--- config.mk ---
export PLATFORM = sky130hd
export DESIGN_NAME = la_fork3
export DESIGN_NICKNAME = d
export VERILOG_FILES = /design/src/rtl/la_fork3.sv
export SDC_FILE = /design/constraint.sdc
export NUM_CORES = 1
export LEC_CHECK = 0
export ABC_AREA = 1
export CORE_UTILIZATION = 30
export CTS_CLUSTER_DIAMETER = 200
export DETAILED_ROUTE_END_ITERATION = 8
export PLACE_DENSITY = 0.66
export SYNTH_ARGS = -nofsm -noshare
export SYNTH_HDL_FRONTEND = slang
export SYNTH_SLANG_ARGS = --single-unit
export TNS_END_PERCENT = 50
--- constraint.sdc ---
create_clock -name clk -period 1.15 [get_ports clk]
set_input_delay 0.1725 -clock clk [delete_from_list [all_inputs] [get_ports clk]]
set_output_delay 0.1725 -clock clk [all_outputs]
set_load 0.05 [all_outputs]
--- src/rtl/la_fork3.sv ---
// la_fork3: one-word buffered 1-to-3 stream fork.
// Each accepted word is held once and handed to all three branches.
// Ports:
//   clk, reset          clock; synchronous active-high reset
//   in_valid/in_ready   upstream handshake
//   in_data [DW]        upstream payload
//   out_valid [3]       per-branch valid (bit i = branch i)
//   out_ready [3]       per-branch ready
//   out_data [DW]       payload shared by all branches
module la_fork3 #(
  parameter string PROP = "DEFAULT",
  parameter int    DW   = 8
) (
  input  logic          clk,
  input  logic          reset,
  input  logic          in_valid,
  output logic          in_ready,
  input  logic [DW-1:0] in_data,
  output logic [2:0]    out_valid,
  input  logic [2:0]    out_ready,
  output logic [DW-1:0] out_data
);

  logic [DW-1:0] r_data;
  logic [2:0]    r_pend;
  logic          w_in_hs;
  logic          w_unused_prop;

  // PROP only tags the implementation; it has no functional effect.
  assign w_unused_prop = (PROP == "");

  // Free when every branch either owes nothing or finishes now.
  // Deliberately independent of in_valid.
  assign in_ready = &(~r_pend | out_ready);
  assign w_in_hs  = in_valid & in_ready;

  assign out_valid = r_pend;
  assign out_data  = r_data;

  always_ff @(posedge clk) begin
    if (reset) begin
      r_pend <= 3'b000;
      r_data <= '0;
    end else if (w_in_hs) begin
      r_pend <= 3'b111;
      r_data <= in_data;
    end else begin
      // ready on an idle branch clears a bit already clear
      r_pend <= r_pend & ~out_ready;
    end
  end

endmodule

==> out/qor.yml <==
cpMaxStageDelayCell: "dfxtp_4"
drc: 0
avgSynthCellArea_um2: 6.83
finalSetupViolCount: 2
period_share_pct: 105
cp-end-kind: "output pin"
synth.ff_latch_count: 11
cts_hold_buffers: 0
r2r_cells: 7
clock_power_share_pct: 20.9
min_period_ns: 1.20
grt_pass1_vias: 509
n_fill_cell: 129
arrival_ns: 1.03
r2r-start: "out_valid[2]"
yosysWarnings: 0
antenna_found_initial: 0
critPathMostFrequentCell: "nand2_4"
max_stage_delay_ns: 0.36
timing_hold_violations_final: 0
endpoint: "in_ready"
avgViaCountPerCell: 4.54
synthFlopType: "dfxtp_1"
hp-start: "out_ready[0]"
placement.cell_area_um2: 931
synth.area.top_cells: "dfxtp_1 44%, nand2_1 12%, nor2_1 12%, inv_1 9.7%, nand3_1 7.9%"
diodes: 0
synthCells: 74
sw_frac_of_total_pct: 34.5
grt_pass1_wl_mm: 1.99
fp.dieArea_mm2: 0.00185
vdd_drop_max_uv: 806
fin_skew_ns: 0.0113
cts_tree: "done"
gp_congestion: 0.749
num_vias: 586
htree_levels: 1
finalInstanceArea_mm2: 0.00104
cts_made_buffers: 3
fp.dieW_um: 43.1
fmax_mhz: 830
finalWirelength_mm: 1.33
tightest_slew_ns: 0.318
ant_nets: 0
start_util_pct: 32.8
timing.hold.ws_ns: 0.389
synth_edf_count: 0
final_nets: 128
setup_slack_ns: -0.0544
cp-startpoint: "out_valid[2]"
drt_iter0_markers: 9
rsz0062_at_grt: "yes"
wl_per_cell_um: 10.3
io_buffers: 25
syn_nets: 88
internal-power_uw: 821
synth_top_area_share_pct: 43.6
area_growth_pct: 105
gr-usage-all-layers_pct: 14.4
drv_cap: 0
synth_area_leader_cell: "dfxtp_1"
power_frac_seq_pct: 36.2
drt-pass1-iter-count: 4
clockBufferDepth: 2
worstReg2RegEnd: "out_data[3]"
io_pins: 26
syn-cell-area_um2: 505
yosys.cell_types.count: 14
cp.required_ns: 0.98
grt_max_degree: 12
dpl.hpwl_um: 897
slew_viol_final: 0
hold_path.class: "input port to flip-flop"
p_switching_uw: 432
maxSlewHeadroom_pct: 78.8
crit_chain: "nand2_4, nand2_4, nor2_4, buf_12"
core_mm2: 0.00154
netlist_top_cells_count: "16 x nand2_1, 16 x nor2_1, 13 x inv_1"
clkTransAtPathRegs_ns: 0.08
grt-ovfl-total: 0
violations: "setup timing"
synth-seq-area-share_pct: 43.6
cts_root_buf: "clkbuf_4"
outcome: "complete, but fails checks"
p_leak_nw: 0.539
drive_above_1_share_pct: 35.4
power_density_mw_per_mm2: 1210
startpoint_type: "flip-flop"
clk_latency_ns: 0.27
row_count: 14
die_h_um: 43.1
async_flop_share_pct: 0
r2r_slack_ns: -0.01
path_max_fanout: 2
pre_cts_slack_ns: -0.303
clock_sinks: 11
crit_type: "flip-flop to output pin"
p_comb_share_pct: 43.0
==> power by group through the flow <==
stage / combinational [mW] / sequential (mW) / clock (mW)
2_1_floorplan: 0.134 / 0.570 / 0
3_3_place_gp: 0.481 / 0.466 / 0
3_5_place_dp: 0.485 / 0.468 / 0
4_1_cts: 0.521 / 0.457 / 0.271
5_1_grt: 0.566 / 0.458 / 0.290
6_report: 0.538 / 0.454 / 0.261
==> critical path, delay by kind of cell, from the launching register on <==
kind	cells	cell delay [ns]
buffers and inverters	1	0.15
flip-flops	1	0.36
AND/OR/NAND/NOR	3	0.26
==> through the flow <==
stage	cells	total power, mW	TNS [ns]	utilization (%)
after floorplan	74	0.704	-0.993	-
after global placement	116	0.948	-2.76	60.4
after detailed placement	116	0.953	-3.21	60.4
after CTS	126	1.25	-0.0900	65.6
after global routing	129	1.31	-0.249	67.3
final	129	1.25	-0.0644	67.3
==> layer usage <==
| metal | up-vias | wire (um) | global-route usage (%) |
|---|---|---|---|
| met5 | - | 0 | 0 |
| met4 | 0 | 19 | 7.27 |
| met3 | 2 | 89 | 2.55 |
| met2 | 26 | 672 | 26.4 |
| met1 | 263 | 548 | 15.7 |
| li1 | 295 | - | - |
==> layout make-up <==
class / count / area [um2] / area share [%]
timing repair buffer: 37 / 468 / 45.1
multi-input combinational: 45 / 231 / 22.3
sequential: 11 / 229 / 22.1
inverter: 16 / 62.6 / 6.03
clock buffer: 4 / 26.3 / 2.53
tap: 16 / 20.0 / 1.93
==> how the worst min path moves through the flow <==
stage / cells past startpoint / to
floorplan: 3 / out_data[0]
global placement: 2 / out_data[5]
detailed placement: 2 / out_data[1]
CTS: 4 / out_valid[1]
global route: 4 / out_valid[1]
finish: 6 / out_valid[0]
==> sequential cells by signal, indices dropped and copies added, names as in the netlist <==
register,cells
out_data,8
out_valid,3
==> repair_timing <==
item,4_1_cts,5_1_grt
buffers inserted,6,3
gates resized for setup,7,1
pin swaps,10,3
endpoints found under the setup margin,11,11
gates cloned,0,0
hold endpoints to repair,0,0
==> cell families after synthesis <==
logic type	synth area share, %
AOI/OAI and AO/OA	1.24
buffers and inverters	15.6
DFF	43.6
and+or+nand+nor	39.6
==> placed cells by master, fill, tap and decap left out <==
master            n
clkdlybuf4s50_1  10
clkbuf_4          3
nor3_4            1
o22ai_1           1
nor2_4            2
nor2_1           16
nand3_1           8
dfxtp_4           2
dlygate4sd2_1     3
dfxtp_1           8
buf_12           12
buf_4             9
inv_4             1
clkbuf_1          1
inv_2             3
buf_6             3
dfxtp_2           1
nand2_4           3
nand2_1          14
inv_1            12
Power figures use the tool's default switching activity.
